**src/rtl/dmem_arbiter_if.sv**
```systemverilog
// Bundle of CPU load/store, debug hold/readback and data-memory signals around dmem_arbiter.
// slave is the arbiter's view; master is the view of the core, board port and memory around it.
interface dmem_arbiter_if #(
  parameter int ADDR_W = 14,
  parameter int DATA_W = 32
);
  logic              cpu_req;
  logic              cpu_we;
  logic [ADDR_W-1:0] cpu_addr;
  logic [DATA_W-1:0] cpu_wdata;
  logic              cpu_ack;
  logic [DATA_W-1:0] cpu_rdata;
  logic              cpu_stall;

  logic                hld;
  logic [ADDR_W-1:0]   addr;
  logic                sel;
  logic [DATA_W/2-1:0] out;
  logic                out_valid;

  logic              mem_en;
  logic              mem_we;
  logic [ADDR_W-1:0] mem_addr;
  logic [DATA_W-1:0] mem_wdata;
  logic [DATA_W-1:0] mem_rdata;

  modport slave (
    input  cpu_req, cpu_we, cpu_addr, cpu_wdata, hld, addr, sel, mem_rdata,
    output cpu_ack, cpu_rdata, cpu_stall, out, out_valid,
           mem_en, mem_we, mem_addr, mem_wdata
  );

  modport master (
    output cpu_req, cpu_we, cpu_addr, cpu_wdata, hld, addr, sel, mem_rdata,
    input  cpu_ack, cpu_rdata, cpu_stall, out, out_valid,
           mem_en, mem_we, mem_addr, mem_wdata
  );
endinterface

```
**src/rtl/dmem_arbiter.sv**
```systemverilog
// Shares the single-port data memory between the CPU load/store unit and the debug hold/readback port.
// Optional macro DMEM_ARB_ADDR_TRACK_EN: re-read the memory when the debug address changes during a hold.
module dmem_arbiter #(
  parameter int ADDR_W = 14,
  parameter int DATA_W = 32,
  parameter int RD_LAT = 1
) (
  input  logic          clk,
  input  logic          rst,
  dmem_arbiter_if.slave bus
);

  localparam int         HALF_W = DATA_W / 2;
  localparam logic [1:0] LAT    = 2'(RD_LAT);

  typedef enum logic [1:0] {
    IDLE     = 2'd0,
    CPU_ACC  = 2'd1,
    DBG_ACC  = 2'd2,
    DBG_HOLD = 2'd3
  } state_t;

  state_t            state;
  logic [1:0]        lat_cnt;
  logic              acc_we;
  logic [ADDR_W-1:0] dbg_addr;
  logic [DATA_W-1:0] dbg_word;

  function automatic logic [HALF_W-1:0] half_sel(input logic [DATA_W-1:0] word, input logic hi);
    return hi ? word[DATA_W-1:HALF_W] : word[HALF_W-1:0];
  endfunction

  // Arbitration FSM; every memory-side and client-side output is a register.
  always_ff @(posedge clk) begin
    if (rst) begin
      state         <= IDLE;
      lat_cnt       <= 2'd0;
      acc_we        <= 1'b0;
      dbg_addr      <= '0;
      dbg_word      <= '0;
      bus.cpu_ack   <= 1'b0;
      bus.cpu_rdata <= '0;
      bus.cpu_stall <= 1'b0;
      bus.out       <= '0;
      bus.out_valid <= 1'b0;
      bus.mem_en    <= 1'b0;
      bus.mem_we    <= 1'b0;
      bus.mem_addr  <= '0;
      bus.mem_wdata <= '0;
    end else begin
      bus.mem_en  <= 1'b0;
      bus.cpu_ack <= 1'b0;
      case (state)
        IDLE: begin
          // Debug wins a tie; the CPU request simply stays pending.
          if (bus.hld) begin
            state         <= DBG_ACC;
            bus.cpu_stall <= 1'b1;
            bus.mem_en    <= 1'b1;
            bus.mem_we    <= 1'b0;
            bus.mem_addr  <= bus.addr;
            dbg_addr      <= bus.addr;
            lat_cnt       <= 2'd0;
          end else if (bus.cpu_req) begin
            state         <= CPU_ACC;
            bus.mem_en    <= 1'b1;
            bus.mem_we    <= bus.cpu_we;
            bus.mem_addr  <= bus.cpu_addr;
            bus.mem_wdata <= bus.cpu_wdata;
            acc_we        <= bus.cpu_we;
            lat_cnt       <= 2'd0;
          end
        end
        CPU_ACC: begin
          if (acc_we || (lat_cnt == LAT)) begin
            bus.cpu_ack <= 1'b1;
            if (!acc_we) begin
              bus.cpu_rdata <= bus.mem_rdata;
            end
            state <= IDLE;
          end else begin
            lat_cnt <= lat_cnt + 2'd1;
          end
        end
        DBG_ACC: begin
          if (lat_cnt == LAT) begin
            if (bus.hld) begin
              dbg_word      <= bus.mem_rdata;
              bus.out       <= half_sel(bus.mem_rdata, bus.sel);
              bus.out_valid <= 1'b1;
              state         <= DBG_HOLD;
            end else begin
              bus.cpu_stall <= 1'b0;
              state         <= IDLE;
            end
          end else begin
            lat_cnt <= lat_cnt + 2'd1;
          end
        end
        DBG_HOLD: begin
          if (!bus.hld) begin
            bus.cpu_stall <= 1'b0;
            bus.out_valid <= 1'b0;
            state         <= IDLE;
          end
`ifdef DMEM_ARB_ADDR_TRACK_EN
          else if (bus.addr != dbg_addr) begin
            bus.out_valid <= 1'b0;
            bus.mem_en    <= 1'b1;
            bus.mem_we    <= 1'b0;
            bus.mem_addr  <= bus.addr;
            dbg_addr      <= bus.addr;
            lat_cnt       <= 2'd0;
            state         <= DBG_ACC;
          end
`endif
          else begin
            // Halfword select is served from the stored word, no memory traffic.
            bus.out <= half_sel(dbg_word, bus.sel);
          end
        end
        default: begin
          state <= IDLE;
        end
      endcase
    end
  end

endmodule

```
**src/flat_wrapper.sv**
```systemverilog
// flat-port wrapper written by rule: the top's interface ports become plain ports
module dmem_arbiter_flat 
#(
  parameter int ADDR_W = 14,
  parameter int DATA_W = 32,
  parameter int RD_LAT = 1
)
  (clk, rst, bus_cpu_req, bus_cpu_we, bus_cpu_addr, bus_cpu_wdata, bus_hld, bus_addr, bus_sel, bus_mem_rdata, bus_cpu_ack, bus_cpu_rdata, bus_cpu_stall, bus_out, bus_out_valid, bus_mem_en, bus_mem_we, bus_mem_addr, bus_mem_wdata);
  dmem_arbiter_if #(.ADDR_W(ADDR_W), .DATA_W(DATA_W)) bus_i ();
  input  logic clk;
  input  logic rst;
  input wire logic [$bits(bus_i.cpu_req)-1:0] bus_cpu_req;
  input wire logic [$bits(bus_i.cpu_we)-1:0] bus_cpu_we;
  input wire logic [$bits(bus_i.cpu_addr)-1:0] bus_cpu_addr;
  input wire logic [$bits(bus_i.cpu_wdata)-1:0] bus_cpu_wdata;
  input wire logic [$bits(bus_i.hld)-1:0] bus_hld;
  input wire logic [$bits(bus_i.addr)-1:0] bus_addr;
  input wire logic [$bits(bus_i.sel)-1:0] bus_sel;
  input wire logic [$bits(bus_i.mem_rdata)-1:0] bus_mem_rdata;
  output wire logic [$bits(bus_i.cpu_ack)-1:0] bus_cpu_ack;
  output wire logic [$bits(bus_i.cpu_rdata)-1:0] bus_cpu_rdata;
  output wire logic [$bits(bus_i.cpu_stall)-1:0] bus_cpu_stall;
  output wire logic [$bits(bus_i.out)-1:0] bus_out;
  output wire logic [$bits(bus_i.out_valid)-1:0] bus_out_valid;
  output wire logic [$bits(bus_i.mem_en)-1:0] bus_mem_en;
  output wire logic [$bits(bus_i.mem_we)-1:0] bus_mem_we;
  output wire logic [$bits(bus_i.mem_addr)-1:0] bus_mem_addr;
  output wire logic [$bits(bus_i.mem_wdata)-1:0] bus_mem_wdata;
  assign bus_i.cpu_req = bus_cpu_req;
  assign bus_i.cpu_we = bus_cpu_we;
  assign bus_i.cpu_addr = bus_cpu_addr;
  assign bus_i.cpu_wdata = bus_cpu_wdata;
  assign bus_i.hld = bus_hld;
  assign bus_i.addr = bus_addr;
  assign bus_i.sel = bus_sel;
  assign bus_i.mem_rdata = bus_mem_rdata;
  assign bus_cpu_ack = bus_i.cpu_ack;
  assign bus_cpu_rdata = bus_i.cpu_rdata;
  assign bus_cpu_stall = bus_i.cpu_stall;
  assign bus_out = bus_i.out;
  assign bus_out_valid = bus_i.out_valid;
  assign bus_mem_en = bus_i.mem_en;
  assign bus_mem_we = bus_i.mem_we;
  assign bus_mem_addr = bus_i.mem_addr;
  assign bus_mem_wdata = bus_i.mem_wdata;
  dmem_arbiter #(.ADDR_W(ADDR_W), .DATA_W(DATA_W), .RD_LAT(RD_LAT)) u_core (.clk(clk), .rst(rst), .bus(bus_i));
endmodule
```
**config.mk**
```make
export PLATFORM = sky130hd
export DESIGN_NAME = dmem_arbiter_flat
export DESIGN_NICKNAME = d
export VERILOG_FILES = /design/src/rtl/dmem_arbiter_if.sv /design/src/rtl/dmem_arbiter.sv /design/src/flat_wrapper.sv
export SDC_FILE = /design/constraint.sdc
export NUM_CORES = 1
export LEC_CHECK = 0
export ABC_AREA = 1
export CAP_MARGIN = 20
export CELL_PAD_IN_SITES_DETAIL_PLACEMENT = 1
export CELL_PAD_IN_SITES_GLOBAL_PLACEMENT = 2
export CORE_MARGIN = 2
export CORE_UTILIZATION = 26
export DETAILED_ROUTE_END_ITERATION = 6
export PLACE_DENSITY = 0.93
export SYNTH_ARGS = -nofsm -noshare
export SYNTH_HDL_FRONTEND = slang
export SYNTH_SLANG_ARGS = --single-unit
```
**constraint.sdc**
```tcl
create_clock -name clk -period 2.4 [get_ports clk]
set_clock_uncertainty 0.05 [all_clocks]
set_input_delay 0.48 -clock clk [delete_from_list [all_inputs] [get_ports clk]]
set_output_delay 0.48 -clock clk [all_outputs]
set_load 0.005 [all_outputs]
```
# [After elaboration in Yosys (flattened, before gate mapping)]
# Index checks and enable logic that the tools add are counted.
[totals] regBits=136 wordCells=80
[classes] bitwise_logic=4 addsub=1 eq_ne=13 mux=32 reduce_logical=17
[ops] operator="16-bit 2-to-1 mux" count=5
[ops] operator="16-bit case mux with 2 select lines" count=1
[ops] operator="14-bit 2-to-1 mux" count=2
[ops] operator="2-bit 2-to-1 mux" count=10
[ops] operator="4-bit AND reduction" count=4
[ops] operator="2-bit != test, second input constant" count=6
[ops] operator="3-bit AND reduction" count=4
[ops] operator="1-bit 2-to-1 mux" count=10
[ops] operator="2-bit case mux with 4 select lines" count=1
[ops] operator="2-bit case mux with 3 select lines" count=1
[ops] operator="3-bit nonzero test" count=2
[ops] operator="2-bit by 1-bit equality test with 1-bit output, second input constant" count=2
[ops] operator="2-bit equality test, second input constant" count=2
[ops] operator="2-bit by 1-bit != test with 1-bit output, second input constant" count=2
[ops] operator="1-bit NOT" count=4
[ops] operator="2-bit nonzero test" count=2
[ops] operator="2-bit OR reduction" count=2
[ops] operator="3-bit != test, second input constant" count=1
[ops] operator="1-bit case mux with 3 select lines" count=1
[ops] operator="2-bit by 1-bit adder with 2-bit output, second input constant" count=1
[ops] operator="2-bit zero test" count=1
[ops] operator="1-bit case mux with 2 select lines" count=1
[ops] operator="2-bit AND reduction" count=1
[ops] operator="1-bit logical OR" count=1

# [Depth between registers and ports, before layout]
[logic_depth] ltp_word=4 mapped_depth=9 ltp_nobuf=9

# [Worst setup path before layout]
# No wires, ideal clock.
[synth_path] kind="reg-to-reg" startpoint="register u_core.state[0]" endpoint="register u_core.dbg_word[23]" synth_period_minus_slack_ns=1.520 required_time_ns=2.280 arrival_ns=1.400 path_stages_with_launch=7 setup_ns=0.070 n_path_buf=1 slack_ns=0.880 path_cell_list="dfxtp_1 inv_1 ha_1 nand3_1 clkbuf_1 o21ai_0 a21oi_1"
[synth_via] elab_chain_len=2
[synth_rtl] element="from (decl)" line="dmem_arbiter.sv:23" rtl="state_t state;"
[synth_rtl] element="from (signal assigned)" line="dmem_arbiter.sv:36" rtl="state <= IDLE;"
[synth_rtl] element="from (signal assigned)" line="dmem_arbiter.sv:57" rtl="state <= DBG_ACC;"
[synth_rtl] element="from (signal assigned)" line="dmem_arbiter.sv:65" rtl="state <= CPU_ACC;"
[synth_rtl] element="2-bit equality test" line="dmem_arbiter.sv:53" rtl="case (state)"
[synth_rtl] element="3-bit AND reduction (no line)"
[synth_rtl] element="to (signal assigned)" line="dmem_arbiter.sv:88" rtl="dbg_word <= bus.mem_rdata;"
[synth_rtl] element="to (decl)" line="dmem_arbiter.sv:27" rtl="logic [DATA_W-1:0] dbg_word;"
# No other way between the ends.
# A chain may end at the register's enable or synchronous reset.

# [Final worst setup path]
[layout_path] startpoint="register u_core.state[0]" endpoint="register u_core.bus.out[0]"
[layout_via] elab_chain_len=3 elab_cells_between_ends=8 classes_between="5 x eq/ne; 1 x mux; 2 x reduce/logical"
[layout_rtl] element="2-bit equality test" line="dmem_arbiter.sv:53"
[layout_rtl] element="2-bit != test (no line) (tied with other cells)"
[layout_rtl] element="4-bit AND reduction (no line)"
[layout_rtl] element="to (signal assigned)" line="dmem_arbiter.sv:89" rtl="bus.out <= half_sel(bus.mem_rdata, bus.sel);"
[layout_rtl] element="to (signal assigned)" line="dmem_arbiter.sv:119" rtl="bus.out <= half_sel(dbg_word, bus.sel);"
[layout_rtl] element="to (decl)" line="dmem_arbiter_if.sv:29" rtl="output cpu_ack, cpu_rdata, cpu_stall, out, out_valid,"
# Several ways; a longest one is shown, not always the timed one.

==> flow_summary_export.csv <==
group,metric,value,unit
critical_path,cp.required,2.66,ns
yosys,synth.top_cell.area_share,47.7,%
timing,timing.fmax,534,MHz
timing,fin_crit,1.87,ns
routing,drc_errors,0,
yosys,ys_warn_count,0,
clock_network,cts_max_level,4,
timing,slew_violations,0,
run_status,outcome,"finished clean",
yosys,synthTopCellsByArea,"dfxtp_1, nand2_1, a21oi_1",
yosys,synth_edf_count,0,
pwr,comb_power_share,28.9,%
pwr,seqPwrFrac,36.1,%
global_routing,grt_pass1_wl,29.9,mm
yosys,synth_common_cells,"nand2_1, dfxtp_1, nor2_1",
pwr,power.density,906,nW/um^2
routing,vias_per_cell,4.46,
floorplan,rows,54,
critical_path,path_class,"register to register",
clock_network,clock-sinks,136,
yosys,synth_fp_nets,923,
yosys,synth_most_common_cell,"nand2_1",
global_routing,grt_pass1_vias,5773,
worst_hold_path,min_path_type,"register to register",
global_routing,busiest_layer,"met2",
final_layout,drive_gt1_share,5.25,%
routing,drt-initial-drc-count,255,
clock_network,clk_pin_slew_worst_paths,0.06,ns
routing,via_count,5754,
global_routing,antenna_found_initial,0,
timing,tns,0,ns
yosys,yosys.area.top_type,"dfxtp_1",
clock_network,cts_resized,0,
pwr,swShare,30.9,%
routing,drt_wl_total,17.9,mm
critical_path,critPathMaxFanout,32,
clock_network,post-cts-setup-buffers,0,
yosys,async_reset_ff_share,0,%
yosys,synth-seq-cells,136,
global_routing,use_met3,4.58,%
routing,firstDrtPassIters,4,
pwr,power.leakage,3.36,nW
clock_network,cts_inserted_buffers,17,
global_routing,met1_usage,20.6,%
clock_network,cts_buffer_depth,2,
yosys,synthDistinctLibCells,18,
yosys,synth_area_per_cell,7.00,um^2
pwr,finalPower,0.00780,W
global_routing,grt_start_max_net_pins,65,
timing,max_slew_margin,65.4,%
place,gp_congestion,0.716,
timing,hold_violations,0,
timing,rsz0062_at_grt,"false",
timing,worst_pin_slew,0.518,ns
critical_path,path_cells,"inv_1 -> ha_1 -> inv_1 -> nand2_1 -> nand3_1 -> buf_4 -> nand2_1 -> nand2_1 -> nor2_1",
critical_path,critPathBufInv,3,
clock_network,clock_latency,0.42,ns
pwr,p_int,0.00539,W
final_layout,stdcell_area,8610,um^2
clock_network,cts_hold_buffers,0,
critical_path,slowest_delay,0.44,ns
critical_path,cp_top_family,"buffers and inverters",
yosys,ys.flop_type,"dfxtp_1",
floorplan,die-area,23200,um^2
floorplan,chipWidth,152,um
clock_network,cts_tree,"done",
yosys,syn-cell-area,5710,um^2
timing,period_share,78.1,%
global_routing,grt_usage,15.6,%
floorplan,io_pins,197,
routing,routedWlPerCell,13.9,um
pwr,clockPowerShare,35.0,%
critical_path,arrival,2.14,ns
floorplan,start_util,26.3,%
clock_network,cts_root_buf,"clkbuf_16",
run,drv_cap,0,
timing,setup_violations,0,
final_layout,diodes,0,
critical_path,start_kind,"register",
place,placed_area,8000,um^2
global_routing,gr-total-overflow,0,
floorplan,core-area,21700,um^2
routing,antenna_left,0,
floorplan,die_h,152,um
final_layout,finalNetCount,1104,
yosys,synth_seq_area_share,47.7,%
critical_path,slowest_stage,"dfxtp_1",
final_layout,final_core_util,39.7,%
yosys,synth_cells,816,
timing,hold_ws,0.394,ns
global_routing,grt.met2_usage,25.3,%
critical_path,cp-end-kind,"register",
final_layout,syn2layout_area_growth,50.8,%
pwr,power_switching,0.00241,W
place,place_hpwl,12.7,mm
pwr,peakVddDrop,0.435,mV
critical_path,cp_common_cell,"nand2_1",
place,io_buffers,196,
## power by group through the flow
stage,logic (W),registers (W),clock network [W]
after floorplan,0.00113,0.00286,0
after global placement,0.00224,0.00286,0
after detailed placement,0.00229,0.00287,0
after CTS,0.00230,0.00282,0.00281
after global routing,0.00258,0.00286,0.00291
final,0.00226,0.00282,0.00273
## kinds of logic after synthesis
group	after synthesis	synth area share, %
buffers and inverters	145	9.91
adder cells (fa/ha/maj)	9	1.97
AO/OA/AOI/OAI	216	19.6
AND/OR/NAND/NOR	310	20.8
flip-flops	136	47.7
## placed cells by master (no fill, tap or decap)
master	synthesis	layout
buf_12	0	5
nand3b_1	1	1
buf_4	0	11
clkbuf_8	0	1
clkinv_4	0	2
dfxtp_1	136	136
clkinv_2	0	2
o21ai_1	1	1
inv_6	0	4
o211ai_1	16	16
a21oi_1	102	102
clkbuf_16	0	17
inv_1	91	91
inv_2	3	4
nand3_2	1	2
o21ai_0	97	97
nand3_1	4	3
nand4_1	3	3
nor2_1	107	107
ha_1	9	9
nand2_1	194	194
bufinv_16	0	3
clkinvlp_4	0	2
clkbuf_1	30	1
clkdlybuf4s50_1	0	196
## worst min-delay path, cell delays in order (launching register included)
cell     delay (ns)
dfxtp_1        0.31
inv_1          0.05
a21oi_1        0.05
## flip-flops by register name (all words and copies together), names as in the netlist
signal and count:
u_core.bus.mem_wdata 32, u_core.lat_cnt 2, u_core.bus.out 16, u_core.acc_we 1, u_core.bus.cpu_stall 1, u_core.bus.cpu_rdata 32
u_core.bus.cpu_ack 1, u_core.bus.mem_we 1, u_core.state 2, u_core.bus.out_valid 1, u_core.bus.mem_en 1, u_core.dbg_word 32
u_core.bus.mem_addr 14
## per-layer routing
metal / vias up / wire length, um
met5: - / 0
met4: 0 / 132
met3: 10 / 940
met2: 148 / 8100
met1: 2656 / 8740
li1: 2940 / -
## area by class of cell
| cell class | instances | area, um^2 |
|---|---|---|
| sequential | 136 | 2720 |
| inverter | 95 | 357 |
| fill | 2656 | 13100 |
| clock buffer | 19 | 443 |
| timing repair buffer | 212 | 2140 |
| tap | 280 | 350 |
| clock inverter | 13 | 168 |
| multi-input combinational | 535 | 2420 |
## path summary, 6_finish.rpt
| path | slack [ns] | start | endpoint | depth (start not counted) |
|---|---|---|---|---|
| setup / recovery | 0.53 | u_core.state[0] | u_core.bus.out[0] | 9 |
| hold / removal | 0.39 | u_core.bus.cpu_rdata[11] | u_core.bus.cpu_rdata[11] | 2 |
| setup reg to reg | 0.53 | u_core.state[0] | u_core.bus.out[0] | 9 |
| hold reg to reg | 0.39 | u_core.bus.cpu_rdata[11] | u_core.bus.cpu_rdata[11] | 2 |
## metrics by stage
step | std cells | setup WS, ns
global placement | 1258 | 0.322
floorplan | 816 | 0.880
CTS | 1290 | 0.488
detailed placement | 1258 | 0.310
finish | 1290 | 0.526
global route | 1290 | 0.300
(Power assumes the default switching activity.)
